## src/rtl/mips_muldiv_pkg.sv

```systemverilog
// mips_muldiv_pkg: shared op/state encodings and default width for the multiply/divide unit
package mips_muldiv_pkg;
  localparam int DEF_WIDTH = 32;
  typedef enum logic [1:0] {OP_MULTU = 2'b00, OP_MULT = 2'b01, OP_DIVU = 2'b10, OP_DIV = 2'b11} op_e;
  typedef enum logic [1:0] {ST_IDLE = 2'b00, ST_RUN = 2'b01, ST_FIX = 2'b10} state_e;
endpackage

```

## src/rtl/mips_muldiv_if.sv

```systemverilog
// mips_muldiv_if: request/result bundle between control FSM (master) and the mul/div unit (slave)
interface mips_muldiv_if import mips_muldiv_pkg::*; #(parameter int WIDTH = DEF_WIDTH);
  logic             start;
  logic [1:0]       op;
  logic [WIDTH-1:0] src_a;
  logic [WIDTH-1:0] src_b;
  logic             cancel;
  logic             wr_hi;
  logic             wr_lo;
  logic [WIDTH-1:0] wdata;
  logic [WIDTH-1:0] hi;
  logic [WIDTH-1:0] lo;
  logic             busy;
  logic             done;
  modport master (output start, op, src_a, src_b, cancel, wr_hi, wr_lo, wdata,
                  input  hi, lo, busy, done);
  modport slave  (input  start, op, src_a, src_b, cancel, wr_hi, wr_lo, wdata,
                  output hi, lo, busy, done);
endinterface

```

## src/rtl/mips_muldiv_step.sv

```systemverilog
// mips_muldiv_step: one iteration of shift-add multiply or restoring divide on the {hi,lo} accumulator
module mips_muldiv_step #(parameter int WIDTH = 32) (
  input  logic             div_i,
  input  logic [WIDTH-1:0] hi_i,
  input  logic [WIDTH-1:0] lo_i,
  input  logic [WIDTH-1:0] opnd_i,
  output logic [WIDTH-1:0] hi_o,
  output logic [WIDTH-1:0] lo_o
);
  logic [WIDTH:0] sum;
  logic [WIDTH:0] shl;
  logic [WIDTH:0] diff;
  // mul: conditional add then shift right; div: shift left, trial subtract, quotient bit = no borrow
  always_comb begin
    sum  = {1'b0, hi_i} + (lo_i[0] ? {1'b0, opnd_i} : '0);
    shl  = {hi_i, lo_i[WIDTH-1]};
    diff = shl - {1'b0, opnd_i};
    hi_o = div_i ? (diff[WIDTH] ? shl[WIDTH-1:0] : diff[WIDTH-1:0]) : sum[WIDTH:1];
    lo_o = div_i ? {lo_i[WIDTH-2:0], ~diff[WIDTH]} : {sum[0], lo_i[WIDTH-1:1]};
  end
endmodule

```

## src/rtl/mips_muldiv.sv

```systemverilog
// mips_muldiv: iterative MULT/MULTU/DIV/DIVU unit holding HI/LO; signed ops enabled by MULDIV_SIGNED_EN
module mips_muldiv import mips_muldiv_pkg::*; #(parameter int WIDTH = DEF_WIDTH) (
  input logic clk,
  input logic rst,
  mips_muldiv_if.slave bus
);
  localparam int CW = $clog2(WIDTH);
  state_e           state_q;
  logic [CW-1:0]    cnt_q;
  logic             div_q;
  logic             busy_q;
  logic             done_q;
  logic [WIDTH-1:0] opnd_q;
  logic [WIDTH-1:0] acc_hi_q;
  logic [WIDTH-1:0] acc_lo_q;
  logic [WIDTH-1:0] acc_hi_d;
  logic [WIDTH-1:0] acc_lo_d;
  logic [WIDTH-1:0] hi_q;
  logic [WIDTH-1:0] lo_q;
  logic [WIDTH-1:0] a_mag;
  logic [WIDTH-1:0] b_mag;
  op_e              op_in;
  logic             div_in;
  assign op_in  = op_e'(bus.op);
  assign div_in = (op_in == OP_DIVU) || (op_in == OP_DIV);
`ifdef MULDIV_SIGNED_EN
  logic neg_p_q;
  logic neg_r_q;
  logic sa;
  logic sb;
  assign sa    = ((op_in == OP_MULT) || (op_in == OP_DIV)) && bus.src_a[WIDTH-1];
  assign sb    = ((op_in == OP_MULT) || (op_in == OP_DIV)) && bus.src_b[WIDTH-1];
  assign a_mag = sa ? -bus.src_a : bus.src_a;
  assign b_mag = sb ? -bus.src_b : bus.src_b;
`else
  assign a_mag = bus.src_a;
  assign b_mag = bus.src_b;
`endif
  mips_muldiv_step #(.WIDTH(WIDTH)) u_step (
    .div_i (div_q),
    .hi_i  (acc_hi_q),
    .lo_i  (acc_lo_q),
    .opnd_i(opnd_q),
    .hi_o  (acc_hi_d),
    .lo_o  (acc_lo_d)
  );
  // control FSM: accept op or HI/LO write in IDLE, iterate in RUN, commit result in FIX
  always_ff @(posedge clk) begin
    if (!rst) begin
      state_q <= ST_IDLE;
      cnt_q   <= '0;
      hi_q    <= '0;
      lo_q    <= '0;
      busy_q  <= 1'b0;
      done_q  <= 1'b0;
    end else begin
      done_q <= 1'b0;
      case (state_q)
        ST_IDLE: begin
          if (bus.start && !bus.cancel) begin
            state_q  <= ST_RUN;
            busy_q   <= 1'b1;
            cnt_q    <= CW'(WIDTH - 1);
            div_q    <= div_in;
            opnd_q   <= div_in ? b_mag : a_mag;
            acc_hi_q <= '0;
            acc_lo_q <= div_in ? a_mag : b_mag;
`ifdef MULDIV_SIGNED_EN
            neg_p_q  <= (sa ^ sb) && !(div_in && bus.src_b == '0);
            neg_r_q  <= sa;
`endif
          end else if (!bus.start) begin
            if (bus.wr_hi) hi_q <= bus.wdata;
            if (bus.wr_lo) lo_q <= bus.wdata;
          end
        end
        ST_RUN: begin
          if (bus.cancel) begin
            state_q <= ST_IDLE;
            busy_q  <= 1'b0;
          end else begin
            acc_hi_q <= acc_hi_d;
            acc_lo_q <= acc_lo_d;
            cnt_q    <= cnt_q - 1'b1;
            if (cnt_q == '0) state_q <= ST_FIX;
          end
        end
        default: begin
          state_q <= ST_IDLE;
          busy_q  <= 1'b0;
          if (!bus.cancel) begin
            done_q <= 1'b1;
`ifdef MULDIV_SIGNED_EN
            if (div_q) begin
              lo_q <= neg_p_q ? -acc_lo_q : acc_lo_q;
              hi_q <= neg_r_q ? -acc_hi_q : acc_hi_q;
            end else begin
              {hi_q, lo_q} <= neg_p_q ? -{acc_hi_q, acc_lo_q} : {acc_hi_q, acc_lo_q};
            end
`else
            hi_q <= acc_hi_q;
            lo_q <= acc_lo_q;
`endif
          end
        end
      endcase
    end
  end
  assign bus.hi   = hi_q;
  assign bus.lo   = lo_q;
  assign bus.busy = busy_q;
  assign bus.done = done_q;
endmodule

```

## src/flat_wrapper.sv

```systemverilog
// flat-port wrapper written by rule: the top's interface ports become plain ports
module mips_muldiv_flat import mips_muldiv_pkg::*;
#(parameter int WIDTH = DEF_WIDTH)
  (clk, rst, bus_start, bus_op, bus_src_a, bus_src_b, bus_cancel, bus_wr_hi, bus_wr_lo, bus_wdata, bus_hi, bus_lo, bus_busy, bus_done);
  mips_muldiv_if #(.WIDTH(WIDTH)) bus_i ();
  input logic clk;
  input logic rst;
  input wire logic [$bits(bus_i.start)-1:0] bus_start;
  input wire logic [$bits(bus_i.op)-1:0] bus_op;
  input wire logic [$bits(bus_i.src_a)-1:0] bus_src_a;
  input wire logic [$bits(bus_i.src_b)-1:0] bus_src_b;
  input wire logic [$bits(bus_i.cancel)-1:0] bus_cancel;
  input wire logic [$bits(bus_i.wr_hi)-1:0] bus_wr_hi;
  input wire logic [$bits(bus_i.wr_lo)-1:0] bus_wr_lo;
  input wire logic [$bits(bus_i.wdata)-1:0] bus_wdata;
  output wire logic [$bits(bus_i.hi)-1:0] bus_hi;
  output wire logic [$bits(bus_i.lo)-1:0] bus_lo;
  output wire logic [$bits(bus_i.busy)-1:0] bus_busy;
  output wire logic [$bits(bus_i.done)-1:0] bus_done;
  assign bus_i.start = bus_start;
  assign bus_i.op = bus_op;
  assign bus_i.src_a = bus_src_a;
  assign bus_i.src_b = bus_src_b;
  assign bus_i.cancel = bus_cancel;
  assign bus_i.wr_hi = bus_wr_hi;
  assign bus_i.wr_lo = bus_wr_lo;
  assign bus_i.wdata = bus_wdata;
  assign bus_hi = bus_i.hi;
  assign bus_lo = bus_i.lo;
  assign bus_busy = bus_i.busy;
  assign bus_done = bus_i.done;
  mips_muldiv #(.WIDTH(WIDTH)) u_core (.clk(clk), .rst(rst), .bus(bus_i));
endmodule
```

## config.mk

```make
export PLATFORM = sky130hd
export DESIGN_NAME = mips_muldiv_flat
export DESIGN_NICKNAME = d
export VERILOG_FILES = /design/src/rtl/mips_muldiv_pkg.sv /design/src/rtl/mips_muldiv_if.sv /design/src/rtl/mips_muldiv_step.sv /design/src/rtl/mips_muldiv.sv /design/src/flat_wrapper.sv
export SDC_FILE = /design/constraint.sdc
export NUM_CORES = 1
export LEC_CHECK = 0
export BUFFER_PORTS_ARGS = -buffer_cell sky130_fd_sc_hd__buf_2
export CAP_MARGIN = 20
export CORE_ASPECT_RATIO = 0.9
export CORE_UTILIZATION = 40
export CTS_CLUSTER_SIZE = 12
export DETAILED_ROUTE_END_ITERATION = 12
export MAX_ROUTING_LAYER = met4
export PLACE_DENSITY_LB_ADDON = 0.08
export SLEW_MARGIN = 30
export SYNTH_ARGS = -nofsm -noshare
export SYNTH_HDL_FRONTEND = slang
export SYNTH_SLANG_ARGS = --single-unit
```

## constraint.sdc

```tcl
create_clock -name clk -period 4.1 [get_ports clk]
set_clock_uncertainty 0.2 [all_clocks]
set_input_delay 0.615 -clock clk [delete_from_list [all_inputs] [get_ports clk]]
set_output_delay 0.615 -clock clk [all_outputs]
set_load 0.005 [all_outputs]
```

==> metrics <==
outcome finished, final reports clean; M1 GR Usage 0.302; GPL Wtd Cong 0.925; largest net degree at the start of global routing 88; total global-route track usage 0.238; post-route clock period utilization 0.923; Layout Nets 1597; top-area cell type share of the netlist area 0.244; Placed Cells 1801; HPWL after detailed placement 27000 um; IO Port Bufs 168; largest cells by area after synthesis edfxtp_1 24%, dfxtp_1 12%, a21oi_1 7.2%; vias in the first global route 9790; synth unique cells 70; Syn-to-layout area delta 15.1%; count leader, synth a21oi_1; Post-Syn Instances 1298; met2 GRT Util 0.384; sequential fraction of the synthesis area 0.366; Num CTS Buffers 17; Crit path largest cell delay 460 ps; Clock transition at path regs 70 ps; pwr/cell area 321 mW/mm2; CTS tree built; gr ovfl total 0; busiest layer in global routing met2; Most used DFF post-synth edfxtp_1; Ys Warns 0; total number of vias 10300; RSZ-0062 raised after global routing false; final WL 35600 um; CP max FO 3; slowest cell on the critical path fa_1; Max-slew headroom 0.409; cell breakdown of the critical path and2_1 > ha_1 > fa_1 > a211oi_2 > nor3_1 > o31ai_2 > a211oi_1 > nor4b_1 > a311o_1 > nor3_1 > o41ai_1 > a211oi_1; Post-Syn Area 0.0120 mm2; Layout fillers 2876; HP Class flop to flop; Initial DRT Pass Iterations 5; TNS Setup 0 ps; I/O pin count 170; H-tree levels 4; hold slack 293 ps; number of DRC markers in iteration 0 724; Die Footprint 0.0306 mm2; met3 Use GR 0.0379; Chip Width 184 um; Async SR Flop Fraction 0; Max Fclk 0.264 GHz; WL/cell 19.4 um; die height 166 um; crit path DAT 3760 ps; post-route insts no fill 1840; final worst path period need 3790 ps; WS Path Type flop to flop; Yosys reg bits 170; layout cells sized above 1 0.193; Root Driver clkbuf_16; row count 59; final hold vios 0; Slew Viols, Final 0; CP bufs+invs 0; Top delay family on crit path compound AO/OA/AOI/OAI gates; clock buffer depth 2; final setup fails 0; Worst IR Drop VDD 0.297 mV; Vias/cell 5.62; worst slew pin tran 887 ps; Post-synth EDFFs 97; Detail Route Antenna Nets 0; initial antenna violation count 6; Initial Util 0.410; top cells by count, synth 171 x a21oi_1, 118 x nand2_1, 97 x edfxtp_1; Syn Area/Cell 9.21 um2; Leak 6.44 nW; syn nets 1470; max_cap viols 0; CP startpoint kind flop; # DRC 0; worst skew pair latency 430 ps; Crit. End Element flop; Num Clock Sinks 170; Yosys top cell by area edfxtp_1; # Post-CTS Setup Buffers 0; CP required 4080 ps; first-pass GRT wire length 54300 um; Core Region 0.0292 mm2
[cells by family (layout without fill, tap and decap cells)]
family                     count (synthesis)  count (layout)  share of synthesized area
AOI/OAI and AO/OA                        440             440                      0.250
xor gates and xnor gates                  58              58                     0.0425
adders and majority gates                 68              68                     0.0724
buffers and inverters                    130             270                     0.0435
DFF                                      170             170                      0.366
muxes                                     90              90                     0.0787
other                                      0               6                          0
and+or+nand+nor                          342             342                      0.147
[cells in the final DEF (no fill, tap or decap), types with 6 or more instances in the layout]
master	instances
edfxtp_1	97
and2_1	66
buf_4	21
a211oi_1	42
o22ai_1	7
nand3_1	14
nor2_1	33
a21oi_1	171
and3_1	7
nand4_1	10
mux2i_1	58
o21bai_1	7
xnor2_1	31
clkbuf_16	18
ha_1	66
o21ai_1	6
nand2_1	118
a31oi_1	9
a21o_1	26
xor2_1	27
o211a_1	68
o21ai_0	54
buf_2	167
diode_2	6
nor2b_1	41
nor3_1	15
nand2b_1	9
o21a_1	7
dfxtp_1	73
mux2_2	32
inv_1	47
[where the power goes]
group	internal (mW)	leakage (nW)	total [mW]	switching, mW
clock network	0.831	0.284	1.55	0.721
logic	0.390	4.65	0.881	0.491
registers	1.91	1.50	1.98	0.0753
[final timing paths]
path	start	endpoint	slack (ps)	cells after the start
worst max-delay path	u_core.acc_lo_q[0]	u_core.acc_hi_q[31]	310	12
worst min-delay path	u_core.bus.hi[3]	u_core.bus.hi[3]	290	1
worst max register to register	u_core.acc_lo_q[0]	u_core.acc_hi_q[31]	310	12
worst min register to register	u_core.bus.hi[3]	u_core.bus.hi[3]	290	1
[area by class of cell]
class / instances / area (um2) / area share
sequential: 170 / 4370 / 0.318
timing repair buffer: 191 / 1050 / 0.0766
tap: 396 / 495 / 0.0360
clock buffer: 19 / 464 / 0.0337
inverter: 47 / 176 / 0.0128
antenna: 6 / 15.0 / 0.00109
multi-input combinational: 998 / 7090 / 0.515
clock inverter: 13 / 88.8 / 0.00646
[repair_timing]
action	in CTS	in global routing
gates resized for setup	0	1
hold buffers	0	0
endpoints found under the setup margin	0	1
endpoints found under the hold margin	0	0
[metrics by stage]
step           setup slack, ps  instance area (um2)  total power [mW]  utilization
3_3_place_gp               310                13200              2.89        0.451
4_1_cts                    288                13700              4.45        0.470
5_1_grt                   64.3                13800              4.63        0.472
3_5_place_dp               313                13200              2.90        0.451
2_1_floorplan              512                12000              2.60            -
6_report                   314                13800              4.42        0.472
[state kept, by name (all words and copies together), names as in the netlist, 2 cells and up]
name,cells
u_core.bus.hi,32
u_core.acc_hi_q,32
u_core.opnd_q,32
u_core.cnt_q,5
u_core.state_q,2
u_core.acc_lo_q,32
u_core.bus.lo,32
[per-layer routing]
layer  part of all wire  vias to the layer above
met2               0.47                      268
met4              0.025                        0
met5                  0                        -
met3              0.048                       53
met1               0.45                     4969
li1                   -                     5044
(Power assumes the default switching activity.)
